--- src/rtl/ip_spi_cmd_pkg.sv ---
// Shared definitions for the SPI command responder: command codes, default
// acknowledge byte, FSM state encoding and the status byte layout.
package ip_spi_cmd_pkg;

    localparam logic [7:0] ACK_BYTE_DEFAULT = 8'hA5;

    localparam logic [7:0] CMD_NOP     = 8'h00;
    localparam logic [7:0] CMD_CPU_RUN = 8'h02;
    localparam logic [7:0] CMD_KEY     = 8'h03;
    localparam logic [7:0] CMD_BANK_WR = 8'h04;
    localparam logic [7:0] CMD_STATUS  = 8'h05;
    localparam logic [7:0] CMD_CPU_RST = 8'h06;
    localparam logic [7:0] CMD_SLOT    = 8'h07;

    typedef enum logic [2:0] {
        S_CMD,
        S_KEY_Y,
        S_KEY_X,
        S_BANK,
        S_DATA,
        S_STAT,
        S_SLOT,
        S_IGNORE
    } state_e;

    function automatic logic [7:0] status_byte(input logic overrun, input logic busy);
        return {6'b0, overrun, busy};
    endfunction

endpackage

--- src/rtl/ip_spi_slave_shifter.sv ---
// SPI mode-3 slave byte shifter: synchronizes the async SPI pins into clk,
// assembles MSB-first RX bytes and shifts TX bytes out on spi_clk falling edges.
module ip_spi_slave_shifter #(
    parameter logic [7:0] ACK_BYTE = 8'hA5
) (
    input  logic       clk,
    input  logic       n_reset,
    input  logic       spi_cs_n,
    input  logic       spi_clk,
    input  logic       spi_mosi,
    output logic       spi_miso,
    input  logic [7:0] tx_byte,
    input  logic       tx_load,
    output logic [7:0] rx_byte,
    output logic       rx_done,
    output logic       cs_active
);

    // Bit order in the synchronizer vectors: {cs_n, sclk, mosi}
    logic [2:0] sync1_q;
    logic [2:0] sync2_q;
    logic       cs_prev_q;
    logic       sclk_prev_q;

    logic       cs_s;
    logic       sclk_s;
    logic       mosi_s;
    logic       sclk_rise;
    logic       sclk_fall;
    logic       cs_fall;

    logic [2:0] bit_cnt_q;
    logic [6:0] rx_shift_q;
    logic [7:0] rx_byte_q;
    logic       rx_done_q;
    logic [7:0] tx_shift_q;
    logic       miso_q;

    assign cs_s   = sync2_q[2];
    assign sclk_s = sync2_q[1];
    assign mosi_s = sync2_q[0];

    assign cs_active = ~cs_s;
    assign sclk_rise = cs_active & sclk_s & ~sclk_prev_q;
    assign sclk_fall = cs_active & ~sclk_s & sclk_prev_q;
    assign cs_fall   = ~cs_s & cs_prev_q;

    always_ff @(posedge clk) begin
        if (!n_reset) begin
            sync1_q     <= 3'b110;
            sync2_q     <= 3'b110;
            cs_prev_q   <= 1'b1;
            sclk_prev_q <= 1'b1;
        end else begin
            sync1_q     <= {spi_cs_n, spi_clk, spi_mosi};
            sync2_q     <= sync1_q;
            cs_prev_q   <= cs_s;
            sclk_prev_q <= sclk_s;
        end
    end

    always_ff @(posedge clk) begin
        if (!n_reset) begin
            bit_cnt_q  <= 3'd0;
            rx_shift_q <= 7'd0;
            rx_byte_q  <= 8'd0;
            rx_done_q  <= 1'b0;
            tx_shift_q <= ACK_BYTE;
            miso_q     <= 1'b1;
        end else begin
            rx_done_q <= 1'b0;
            if (cs_s) begin
                // Deselect drops any partial byte and parks miso high
                bit_cnt_q <= 3'd0;
                miso_q    <= 1'b1;
            end else begin
                if (sclk_rise) begin
                    rx_shift_q <= {rx_shift_q[5:0], mosi_s};
                    bit_cnt_q  <= bit_cnt_q + 3'd1;
                    if (bit_cnt_q == 3'd7) begin
                        rx_byte_q <= {rx_shift_q, mosi_s};
                        rx_done_q <= 1'b1;
                    end
                end
                // Each falling edge presents tx_shift_q[7], so a freshly loaded
                // byte keeps its MSB on the line for the first edge of the byte.
                if (cs_fall) begin
                    tx_shift_q <= ACK_BYTE;
                    miso_q     <= ACK_BYTE[7];
                end else if (tx_load) begin
                    if (sclk_fall) begin
                        tx_shift_q <= {tx_byte[6:0], 1'b0};
                        miso_q     <= tx_byte[7];
                    end else begin
                        tx_shift_q <= tx_byte;
                    end
                end else if (sclk_fall) begin
                    tx_shift_q <= {tx_shift_q[6:0], 1'b0};
                    miso_q     <= tx_shift_q[7];
                end
            end
        end
    end

    assign rx_byte  = rx_byte_q;
    assign rx_done  = rx_done_q;
    assign spi_miso = miso_q;

endmodule

--- src/rtl/ip_spi_cmd_responder.sv ---
// Host-facing SPI command decoder: key matrix load, SDRAM bank streaming,
// status poll, slot configuration and CPU run/reset control.
module ip_spi_cmd_responder
    import ip_spi_cmd_pkg::*;
#(
    parameter logic [7:0] ACK_BYTE = ACK_BYTE_DEFAULT,
    parameter int         OFFSET_W = 14,
    parameter int         BANK_W   = 8
) (
    input  logic                       clk,
    input  logic                       n_reset,
    input  logic                       spi_cs_n,
    input  logic                       spi_clk,
    input  logic                       spi_mosi,
    output logic                       spi_miso,
    output logic [3:0]                 key_y,
    output logic [7:0]                 key_x,
    output logic                       key_we,
    output logic [BANK_W+OFFSET_W-1:0] mem_address,
    output logic [7:0]                 mem_wdata,
    output logic                       mem_valid,
    input  logic                       mem_ready,
    input  logic                       sdram_busy,
    output logic [7:0]                 slot_cfg,
    output logic                       cpu_reset_req,
    output logic                       cpu_run
);

    logic [7:0] rx_byte;
    logic       rx_done;
    logic       cs_active;
    logic       byte_ok;
    logic [7:0] tx_byte;
    logic       tx_load;

    state_e                     state_q;
    logic [BANK_W-1:0]          bank_q;
    logic [OFFSET_W-1:0]        offset_q;
    logic                       overrun_q;
    logic [3:0]                 key_y_q;
    logic [7:0]                 key_x_q;
    logic                       key_we_q;
    logic [BANK_W+OFFSET_W-1:0] mem_address_q;
    logic [7:0]                 mem_wdata_q;
    logic                       mem_valid_q;
    logic [7:0]                 slot_cfg_q;
    logic                       cpu_reset_req_q;
    logic                       cpu_run_q;

    ip_spi_slave_shifter #(
        .ACK_BYTE (ACK_BYTE)
    ) u_shifter (
        .clk       (clk),
        .n_reset   (n_reset),
        .spi_cs_n  (spi_cs_n),
        .spi_clk   (spi_clk),
        .spi_mosi  (spi_mosi),
        .spi_miso  (spi_miso),
        .tx_byte   (tx_byte),
        .tx_load   (tx_load),
        .rx_byte   (rx_byte),
        .rx_done   (rx_done),
        .cs_active (cs_active)
    );

    // A byte finishing in the same cycle chip select drops is discarded
    assign byte_ok = rx_done & cs_active;
    assign tx_load = byte_ok;

    always_comb begin
        tx_byte = ACK_BYTE;
        if (state_q == S_CMD && rx_byte == CMD_STATUS) begin
            tx_byte = status_byte(overrun_q, sdram_busy);
        end
    end

    always_ff @(posedge clk) begin
        if (!n_reset) begin
            state_q         <= S_CMD;
            bank_q          <= '0;
            offset_q        <= '0;
            overrun_q       <= 1'b0;
            key_y_q         <= 4'd0;
            key_x_q         <= 8'd0;
            key_we_q        <= 1'b0;
            mem_address_q   <= '0;
            mem_wdata_q     <= 8'd0;
            mem_valid_q     <= 1'b0;
            slot_cfg_q      <= 8'd0;
            cpu_reset_req_q <= 1'b0;
            cpu_run_q       <= 1'b0;
        end else begin
            key_we_q        <= 1'b0;
            cpu_reset_req_q <= 1'b0;
            if (mem_valid_q && mem_ready) begin
                mem_valid_q <= 1'b0;
            end
            if (!cs_active) begin
                state_q <= S_CMD;
            end else if (byte_ok) begin
                unique case (state_q)
                    S_CMD: begin
                        unique case (rx_byte)
                            CMD_NOP:     state_q <= S_CMD;
                            CMD_CPU_RUN: cpu_run_q <= 1'b1;
                            CMD_KEY:     state_q <= S_KEY_Y;
                            CMD_BANK_WR: state_q <= S_BANK;
                            CMD_STATUS:  state_q <= S_STAT;
                            CMD_CPU_RST: begin
                                cpu_reset_req_q <= 1'b1;
                                cpu_run_q       <= 1'b0;
                            end
                            CMD_SLOT:    state_q <= S_SLOT;
                            default:     state_q <= S_IGNORE;
                        endcase
                    end
                    S_KEY_Y: begin
                        key_y_q <= rx_byte[3:0];
                        state_q <= S_KEY_X;
                    end
                    S_KEY_X: begin
                        key_x_q  <= rx_byte;
                        key_we_q <= 1'b1;
                        state_q  <= S_CMD;
                    end
                    S_BANK: begin
                        bank_q   <= BANK_W'(rx_byte);
                        offset_q <= '0;
                        state_q  <= S_DATA;
                    end
                    S_DATA: begin
                        // Single-entry write buffer: a byte arriving while the
                        // previous write is still pending is lost and flagged.
                        if (mem_valid_q) begin
                            overrun_q <= 1'b1;
                        end else begin
                            mem_wdata_q   <= rx_byte;
                            mem_address_q <= {bank_q, offset_q};
                            mem_valid_q   <= 1'b1;
                            offset_q      <= offset_q + OFFSET_W'(1);
                        end
                    end
                    S_STAT: begin
                        overrun_q <= 1'b0;
                        state_q   <= S_CMD;
                    end
                    S_SLOT: begin
                        slot_cfg_q <= rx_byte;
                        state_q    <= S_CMD;
                    end
                    S_IGNORE: state_q <= S_IGNORE;
                    default:  state_q <= S_CMD;
                endcase
            end
        end
    end

    assign key_y         = key_y_q;
    assign key_x         = key_x_q;
    assign key_we        = key_we_q;
    assign mem_address   = mem_address_q;
    assign mem_wdata     = mem_wdata_q;
    assign mem_valid     = mem_valid_q;
    assign slot_cfg      = slot_cfg_q;
    assign cpu_reset_req = cpu_reset_req_q;
    assign cpu_run       = cpu_run_q;

endmodule

--- config.mk ---
export PLATFORM = sky130hd
export DESIGN_NAME = ip_spi_cmd_responder
export DESIGN_NICKNAME = d
export VERILOG_FILES = /design/src/rtl/ip_spi_cmd_pkg.sv /design/src/rtl/ip_spi_slave_shifter.sv /design/src/rtl/ip_spi_cmd_responder.sv
export SDC_FILE = /design/constraint.sdc
export NUM_CORES = 1
export LEC_CHECK = 0
export ABC_AREA = 1
export CORE_MARGIN = 5
export CORE_UTILIZATION = 54
export CTS_CLUSTER_DIAMETER = 80
export DETAILED_ROUTE_END_ITERATION = 10
export PLACE_DENSITY = 0.84
export SYNTH_ARGS = -nofsm -noshare
export SYNTH_HDL_FRONTEND = slang
export SYNTH_SLANG_ARGS = --single-unit
export TNS_END_PERCENT = 30
--- constraint.sdc ---
create_clock -name clk -period 1.56 [get_ports clk]
set_input_delay 0.312 -clock clk [delete_from_list [all_inputs] [get_ports clk]]
set_output_delay 0.312 -clock clk [all_outputs]
set_load 0.005 [all_outputs]
# Yosys cells after proc, flatten, opt, wreduce, memory -nomap -nowiden
# Index checks and enable logic that the tools add are counted.
[op_classes] add_sub_neg=2 mul=0 div=0 n_lt_le_gt_ge=0 eq_ne=17 shifts=0 mux=23 bitwise=14 n_reduce_logical=28
[op_table] cell="8-bit 2-to-1 mux" count=5
[op_table] cell="8-bit by 3-bit == test with 1-bit output, second input constant" count=4
[op_table] cell="14-bit one-hot mux with 2 select lines" count=1
[op_table] cell="3-bit one-hot mux with 6 select lines" count=1
[op_table] cell="3-bit AND reduction" count=6
[op_table] cell="8-bit by 2-bit == test with 1-bit output, second input constant" count=2
[op_table] cell="4-bit AND reduction" count=4
[op_table] cell="3-bit == test, second input constant" count=5
[op_table] cell="3-bit one-hot mux with 5 select lines" count=1
[op_table] cell="14-bit by 1-bit adder with 14-bit output, second input constant" count=1
[op_table] cell="14-bit 2-to-1 mux" count=1
[op_table] cell="1-bit 2-to-1 mux" count=12
[op_table] cell="3-bit OR reduction" count=4
[op_table] cell="8-bit logical NOT" count=1
[op_table] cell="1-bit inverter" count=8
[op_table] cell="1-bit AND" count=6
[op_table] cell="3-bit by 2-bit == test with 1-bit output, second input constant" count=2
[op_table] cell="2-bit != test, second input constant" count=3
[op_table] cell="2-bit nonzero test" count=3
[op_table] cell="5-bit nonzero test" count=1
[op_table] cell="1-bit one-hot mux with 2 select lines" count=2
[op_table] cell="2-bit AND reduction" count=2
[op_table] cell="2-bit OR reduction" count=2
[op_table] cell="4-bit OR reduction" count=1
[op_table] cell="other kinds (5)" count=6
[totals] reg_bits=116 latchBits=0 ramBits=0 romBits=0 out_inout_bits=55 mem_count=0

# Longest topological paths before layout
# Gate-level depths: netlist (run 1).
[depth] word_depth=6 mapped_depth=10

# Hierarchy
# Synthesis (run 1) repeated with hierarchy kept, for this count alone.
[hier_totals] hier_cells=645 hier_area_um2=4819.6
[modules_own_cells] mod="ip_spi_cmd_responder" n_inst=1 cells_per_inst=441 area_each_um2=3278.1 seq_area_each_um2=1601.5
[modules_own_cells] mod="ip_spi_slave_shifter" n_inst=1 cells_per_inst=204 area_each_um2=1541.5 seq_area_each_um2=720.7

# Least setup slack after synthesis (run 1)
# No wires, ideal clock.
[synth_timing] kind="register to register" from="register offset_q[0]" to="register offset_q[6]" setup_time_ps=123 arrival_ps=1264 t_required_ps=1437 setup_slack_ps=174 path_stages_with_launch=7 synth_period_minus_slack_ps=1386 path_cell_list="dfxtp_1 ha_1 inv_1 nor3_1 nand2_1 nor3_1 nor3b_2"
[synth_between] elab_chain_len=3
[synth_lines] item="from (decl)" line="ip_spi_cmd_responder.sv:38" source="logic [OFFSET_W-1:0] offset_q;"
[synth_lines] item="from (signal assigned)" line="ip_spi_cmd_responder.sv:140" source="offset_q <= offset_q + OFFSET_W'(1);"
[synth_lines] item="14-bit by 1-bit adder with 14-bit output" line="ip_spi_cmd_responder.sv:140"
[synth_lines] item="14-bit 2-to-1 mux" line="ip_spi_cmd_responder.sv:134" source="if (mem_valid_q) begin"
[synth_lines] item="14-bit one-hot mux with 2 select lines" line="ip_spi_cmd_responder.sv:101" source="unique case (state_q)"
# Every way passes these cells. The select of a mux whose other input is x is not followed.
# A chain may end at the register's enable or synchronous reset.

# Worst setup path in the final report (run 1)
[layout_timing] from="register u_shifter.rx_byte_q[2] (netlist: u_shifter.rx_byte[2])" to="register u_shifter.tx_shift_q[0]"
[layout_between] elab_chain_len=6
[layout_lines] item="from (decl)" line="ip_spi_slave_shifter.sv:34" source="logic [7:0] rx_byte_q;"
[layout_lines] item="from (signal assigned)" line="ip_spi_slave_shifter.sv:81" source="rx_byte_q <= {rx_shift_q, mosi_s};"
[layout_lines] item="8-bit by 3-bit == test with 1-bit output" line="ip_spi_cmd_responder.sv:72" source="if (state_q == S_CMD && rx_byte == CMD_STATUS) begin"
[layout_lines] item="1-bit logical AND" line="ip_spi_cmd_responder.sv:72"
[layout_lines] item="8-bit 2-to-1 mux" line="ip_spi_cmd_responder.sv:72"
[layout_lines] item="8-bit 2-to-1 mux" line="ip_spi_slave_shifter.sv:91" source="if (sclk_fall) begin"
[layout_lines] item="8-bit 2-to-1 mux" line="ip_spi_slave_shifter.sv:90" source="end else if (tx_load) begin"
[layout_lines] item="8-bit 2-to-1 mux" line="ip_spi_slave_shifter.sv:87" source="if (cs_fall) begin"
[layout_lines] item="to (signal assigned)" line="ip_spi_slave_shifter.sv:92" source="tx_shift_q <= {tx_byte[6:0], 1'b0};"
[layout_lines] item="to (signal assigned)" line="ip_spi_slave_shifter.sv:95" source="tx_shift_q <= tx_byte;"
[layout_lines] item="to (signal assigned)" line="ip_spi_slave_shifter.sv:98" source="tx_shift_q <= {tx_shift_q[6:0], 1'b0};"
[layout_lines] item="to (decl)" line="ip_spi_slave_shifter.sv:36" source="logic [7:0] tx_shift_q;"
# Every way passes these cells.

==> impl_metrics.ini, run 1 <==
[run_status]
outcome = finished, final reports clean

[power_and_ir_drop]
ir_drop_v = 0.000821
clkPwrFrac = 0.566
combPwrFrac = 0.018
internal_power_mw = 5.72
power_density_mw_per_mm2 = 1190
switching_share = 0.205
p_seq_frac = 0.415
leakagePower_nw = 2.70
power_mw = 7.19
power_switching_mw = 1.48

[worst_setup_path]
rrSetupSlack_ns = 0.05
r2r_start = u_shifter.rx_byte[2]
reg2reg_depth = 7
required_ns = 1.95
critPathLaunchType = flop
startpoint = u_shifter.rx_byte[2]
crit_type = flop to flop
cp_max_fo = 4
timing.rr.end = u_shifter.tx_shift_q[0]
endpoint_kind = flop
crit_arrival_ns = 1.89

[clock_tree]
clkTransAtPathRegs_ns = 0.06
cts_sinks = 116
cts_buffer_depth = 2
cts_tree = built
clockRootBuffer = clkbuf_8
ctsHtreeMaxLevel = 4
clk_latency_ns = 0.52
cts_made_buffers = 17
cts_hold_buf = 0

[finish]
finalNetCount = 677
fillers = 609
antenna_cells = 0
final_area_mm2 = 0.00602
fin_util = 0.736
drive_gt1_frac = 0.153
areaGrowthSynthToFinish_pct = 33.4
multi_input_area_mm2 = 0.00193
seq_area_mm2 = 0.00233

[hold_path]
hold_end = u_shifter.tx_shift_q[2]
min_path_cells = 3
min_from = n_reset
worst_hold_path_type = input port to flop

[yosys]
syn_avg_cell_area_um2 = 7.81
ys_ff_latch = 116
async_reset_ff_frac = 0
synth.largest_area_cell = dfxtp_1
synth_cell_types = 33
yosysWarnings = 0
synth_cells = 578
synth_edf_count = 0
synth_compound_area_frac = 0.174
yosys-top-cells-count = dfxtp_1 (116), nor2_1 (99), o21ai_0 (77), nand2_1 (66), a21oi_1 (62)
synth-main-ff-cell = dfxtp_1
synthXorXnorAreaFrac = 0
synth_fp_nets = 588
ys_seq_area_frac = 0.514
synth_top_area_frac = 0.514
synth_most_common_cell = dfxtp_1
synthSimpleGateAreaFrac = 0.231
synthAdderAreaFrac = 0.00831
synth.area.top_cells = dfxtp_1 (51%), o21ai_0 (8.5%), nor2_1 (8.2%), a21oi_1 (6.9%), nand2_1 (5.5%)
synth_top_family_by_area = simple AND/OR/NAND/NOR gates
synth_mux_area_frac = 0
syn-cell-area_mm2 = 0.00451

[floorplan]
die_x_um = 101
coreArea_mm2 = 0.00818
start_util = 0.552
io_pins = 62
rows = 33
die-area_mm2 = 0.0103
die_h_um = 101

[grt]
antenna_found_initial = 0
grt_pass1_vias = 4290
grt_max_degree = 42
grt.overflow.total = 0
grt_util_all_layers = 0.247
grt_pass1_wl_um = 19900

[place]
io_buffer_count = 61
postPlaceCellArea_mm2 = 0.00537
place_congestion = 0.952
dp_hpwl_um = 8510

[drt]
wirelength_um = 12400
viasPerCell = 5.64
wl_per_cell_um = 15.8
drt-initial-drc-count = 301
drc_errors = 0
vias = 4427
drtAntennaViolNets = 0
drt_pre_antenna_iters = 5

[run]
maxCapViolCount = 0

[sta]
finalHoldViolCount = 0
fin_crit_ns = 1.51
finalCritPeriodShare = 0.967
skew_ns = 0.00839
fmax_ghz = 0.663
finalMaxSlewViolations = 0
tightest_slew_ns = 0.337
slew_headroom = 0.775
rsz0062_at_grt = true
finalSetupViolCount = 0
[critical path: stages, from the launching register on]
cell,delay (ns)
dfxtp_1,0.37
inv_1,0.09
nor2_2,0.17
nand3_2,0.13
nor2_4,0.15
nand3_1,0.12
a21oi_1,0.21
nand3_1,0.12
[area by class of cell]
class / instances / area share
Clock inverter: 11 / 0.0289
Timing Repair Buffer: 88 / 0.127
Tap cell: 105 / 0.0218
Sequential cell: 116 / 0.387
Inverter: 63 / 0.0401
Multi-Input combinational cell: 381 / 0.320
Clock buffer: 21 / 0.0746
[how the worst max path moves through the flow]
stage / end / slack, ns / depth (start not counted)
global placement: offset_q[9] / 0.09 / 9
global route: u_shifter.tx_shift_q[5] / -0.04 / 9
CTS: offset_q[6] / 0.001 / 8
detailed placement: u_shifter.tx_shift_q[1] / -0.002 / 9
floorplan: offset_q[6] / 0.17 / 6
finish: u_shifter.tx_shift_q[0] / 0.05 / 7
[sequential cells by signal, summed over array words and instances (netlist names), 4 cells and up]
name	cells
u_shifter.rx_byte	8
u_shifter.tx_shift_q	8
bank_q	8
offset_q	14
key_x	8
mem_wdata	8
slot_cfg	8
u_shifter.rx_shift_q	7
mem_address	22
key_y	4
[power by group through the flow]
| stage | clock [mW] | sequential [mW] | combinational (mW) |
|---|---|---|---|
| after floorplan | 0 | 3.05 | 0.0737 |
| after global placement | 0 | 3.05 | 0.123 |
| after detailed placement | 0 | 3.05 | 0.126 |
| after CTS | 4.08 | 2.99 | 0.129 |
| after global routing | 4.24 | 2.99 | 0.147 |
| final | 4.07 | 2.99 | 0.132 |
[kinds of logic after synthesis]
| logic type | after synthesis |
|---|---|
| AO/OA/AOI/OAI | 152 |
| adder cells (fa/ha/maj) | 3 |
| buffers and inverters | 81 |
| flip-flops | 116 |
| AND/OR/NAND/NOR | 226 |
[routing by layer]
| layer | up-vias | GRT usage | part of all wire |
|---|---|---|---|
| li1 | 2103 | - | - |
| met1 | 2086 | 0.283 | 0.39 |
| met2 | 197 | 0.425 | 0.51 |
| met3 | 41 | 0.0716 | 0.068 |
| met4 | 0 | 0.110 | 0.030 |
| met5 | - | 0 | 0 |
[repair_timing]
item                                   CTS  global route
resized for setup                       62            23
setup buffers                            0             2
endpoints found under the hold margin    0             0
setup endpoints to repair               60            34
pin swaps                                0             2
[layout by cell type (no fill, tap or decap), types with 3 or more instances in the layout]
| cell type | n |
|---|---|
| dfxtp_1 | 109 |
| nor2_1 | 93 |
| o21ai_0 | 75 |
| nand2_1 | 64 |
| a21oi_1 | 62 |
| inv_1 | 55 |
| dlygate4sd2_1 | 55 |
| buf_4 | 25 |
| nand3_1 | 18 |
| clkbuf_16 | 16 |
| nand4_1 | 13 |
| nor3_1 | 10 |
| inv_2 | 7 |
| dfxtp_2 | 7 |
| o22ai_1 | 6 |
| clkdlybuf4s50_1 | 5 |
| or2_2 | 4 |
| nor2_2 | 4 |
| nor2_4 | 4 |
| bufinv_16 | 4 |
| nand2_2 | 3 |
| nand2_4 | 3 |
| inv_6 | 3 |
| clkbuf_8 | 3 |
| clkinvlp_4 | 3 |
[per-stage QoR]
stage | setup TNS [ns] | setup WS (ns) | std cells | hold WS [ns]
global placement | 0 | 0.0881 | 751 | 0.398
finish | 0 | 0.0514 | 785 | 0.213
global route | -0.146 | -0.0419 | 785 | 0.219
floorplan | 0 | 0.174 | 578 | 0.390
CTS | 0 | 0.00125 | 783 | 0.202
detailed placement | -0.00156 | -0.00156 | 751 | 0.398
No activity file was read; power rests on OpenSTA's default activity.
==> run 2: changes to the inputs <==
Settings changed: CORE_MARGIN 5 to 1, CORE_UTILIZATION 54 to 40, PLACE_DENSITY 0.84 to 0.66.
==> impl_metrics.ini, run 2 (synthesis gave the netlist of run 1 again) <==
[sta]
fmax_ghz = 0.658
finalSetupViolCount = 0
finalCritPeriodShare = 0.974
finalHoldViolCount = 0
finalMaxSlewViolations = 0
skew_ns = 0.00768
fin_crit_ns = 1.52
tightest_slew_ns = 0.324
setup_ws_ns = 0.0398
slew_headroom = 0.783
fin_setup_tns_ns = 0

[clock_tree]
cts_buffer_depth = 2
clkTransAtPathRegs_ns = 0.05
cts_sinks = 116
ctsHtreeMaxLevel = 4
clockRootBuffer = clkbuf_16
cts_tree = built
clk_latency_ns = 0.41
cts_hold_buf = 0
cts_made_buffers = 17

[power_and_ir_drop]
leakagePower_nw = 3.05
power_mw = 7.00
power_density_mw_per_mm2 = 1140
ir_drop_v = 0.000700

[drt]
drt-initial-drc-count = 224
wl_per_cell_um = 13.8
viasPerCell = 4.95
drc_errors = 0
vias = 4081
drtAntennaViolNets = 0
drt_pre_antenna_iters = 4
wirelength_um = 11400

[worst_setup_path]
critPathSlowestCell = clkdlybuf4s50_1
rrSetupSlack_ns = 0.08
r2r_start = u_shifter.sync2_q[2]
critPathLaunchType = flop
cp_max_fo = 1
required_ns = 1.25
crit_type = flop to output port
crit_chain = clkdlybuf4s50_1
path_delay_family = buffers and inverters
endpoint_kind = output port
crit_arrival_ns = 1.21
crit_path_max_incr_delay_ns = 0.49
path_buf_inv = 1
reg2reg_depth = 10
timing.rr.end = offset_q[9]

[run_status]
outcome = finished, final reports clean

[floorplan]
die_x_um = 108
rows = 38
start_util = 0.413
die_h_um = 108
coreArea_mm2 = 0.0109
die-area_mm2 = 0.0117
io_pins = 62

[finish]
fillers = 1016
antenna_cells = 0
drive_gt1_frac = 0.139
areaGrowthSynthToFinish_pct = 35.6
finalNetCount = 682
largest_register_ffs = 22
final_cell_mix = dfxtp_1 (111), nor2_1 (96), o21ai_0 (76)
fin_util = 0.560
final_common_cell = dfxtp_1

[place]
io_buffer_count = 61
place_ws_ns = 0.0387
dp_hpwl_um = 8010
place_congestion = 0.958

[run]
maxCapViolCount = 0

[hold_path]
min_from = n_reset
min_path_cells = 4
worst_hold_path_type = input port to flop
hold_end = bank_q[7]

[grt]
grt.overflow.total = 0
grt_pass1_vias = 3879
antenna_found_initial = 0
grt_pass1_wl_um = 18600
grt_util_all_layers = 0.210
grt_max_degree = 40
[run 2: cell types whose count changed in the layout (fill, tap and decap cells not counted), sizes merged]
cell	delta
buf	+5
bufinv	-1
clkbuf	+1
clkdlybuf4s50	+1
clkinv	+3
clkinvlp	-1
dlygate4sd2	-26
dlymetal6s2s	+25
inv	-2
[run 2: power by group]
part | switching, mW | total [mW] | internal, mW
Sequential | 0.00680 | 2.99 | 2.98
Combinational | 0.0760 | 0.122 | 0.0461
Clock | 1.31 | 3.89 | 2.58
[run 2: area by class of cell]
cell class	instances	area, um^2	area share
clock inverters	10	130	0.0213
repair buffers	93	885	0.145
multi-input cells	381	1900	0.310
flip-flops and latches	116	2330	0.380
clock buffers	22	464	0.0758
well taps	140	175	0.0286
inverters	63	239	0.0390
[run 2: layer usage]
layer / up-vias / global-route usage / wire (um)
met4: 0 / 0.0753 / 121
met1: 1867 / 0.253 / 5070
met3: 11 / 0.0567 / 597
met2: 103 / 0.357 / 5580
met5: - / 0 / 0
li1: 2100 / - / -
[run 2: through the flow]
step                cells  area (um^2)  hold slack, ns
CTS                   819         5970           0.365
global placement      787         5410           0.399
finish                825         6120           0.373
detailed placement    787         5410           0.399
global route          825         6120           0.389
floorplan             578         4510           0.390
[run 2: worst max-delay path by stage]
| stage | to | startpoint | slack (ns) | cells after the start |
|---|---|---|---|---|
| global placement | mem_address[1] | state_q[2] | 0.08 | 6 |
| finish | key_we | key_we | 0.04 | 1 |
| global route | offset_q[9] | u_shifter.sync2_q[2] | -0.009 | 10 |
| detailed placement | offset_q[9] | u_shifter.sync2_q[2] | 0.04 | 10 |
| floorplan | offset_q[6] | offset_q[0] | 0.17 | 6 |
| CTS | offset_q[9] | u_shifter.sync2_q[2] | -0.005 | 10 |
[run 2: repair_timing]
item                                    CTS  global route
buffers inserted                          0             6
endpoints found under the setup margin   32            53
gates resized for setup                  32            37
pin swaps                                 0             5
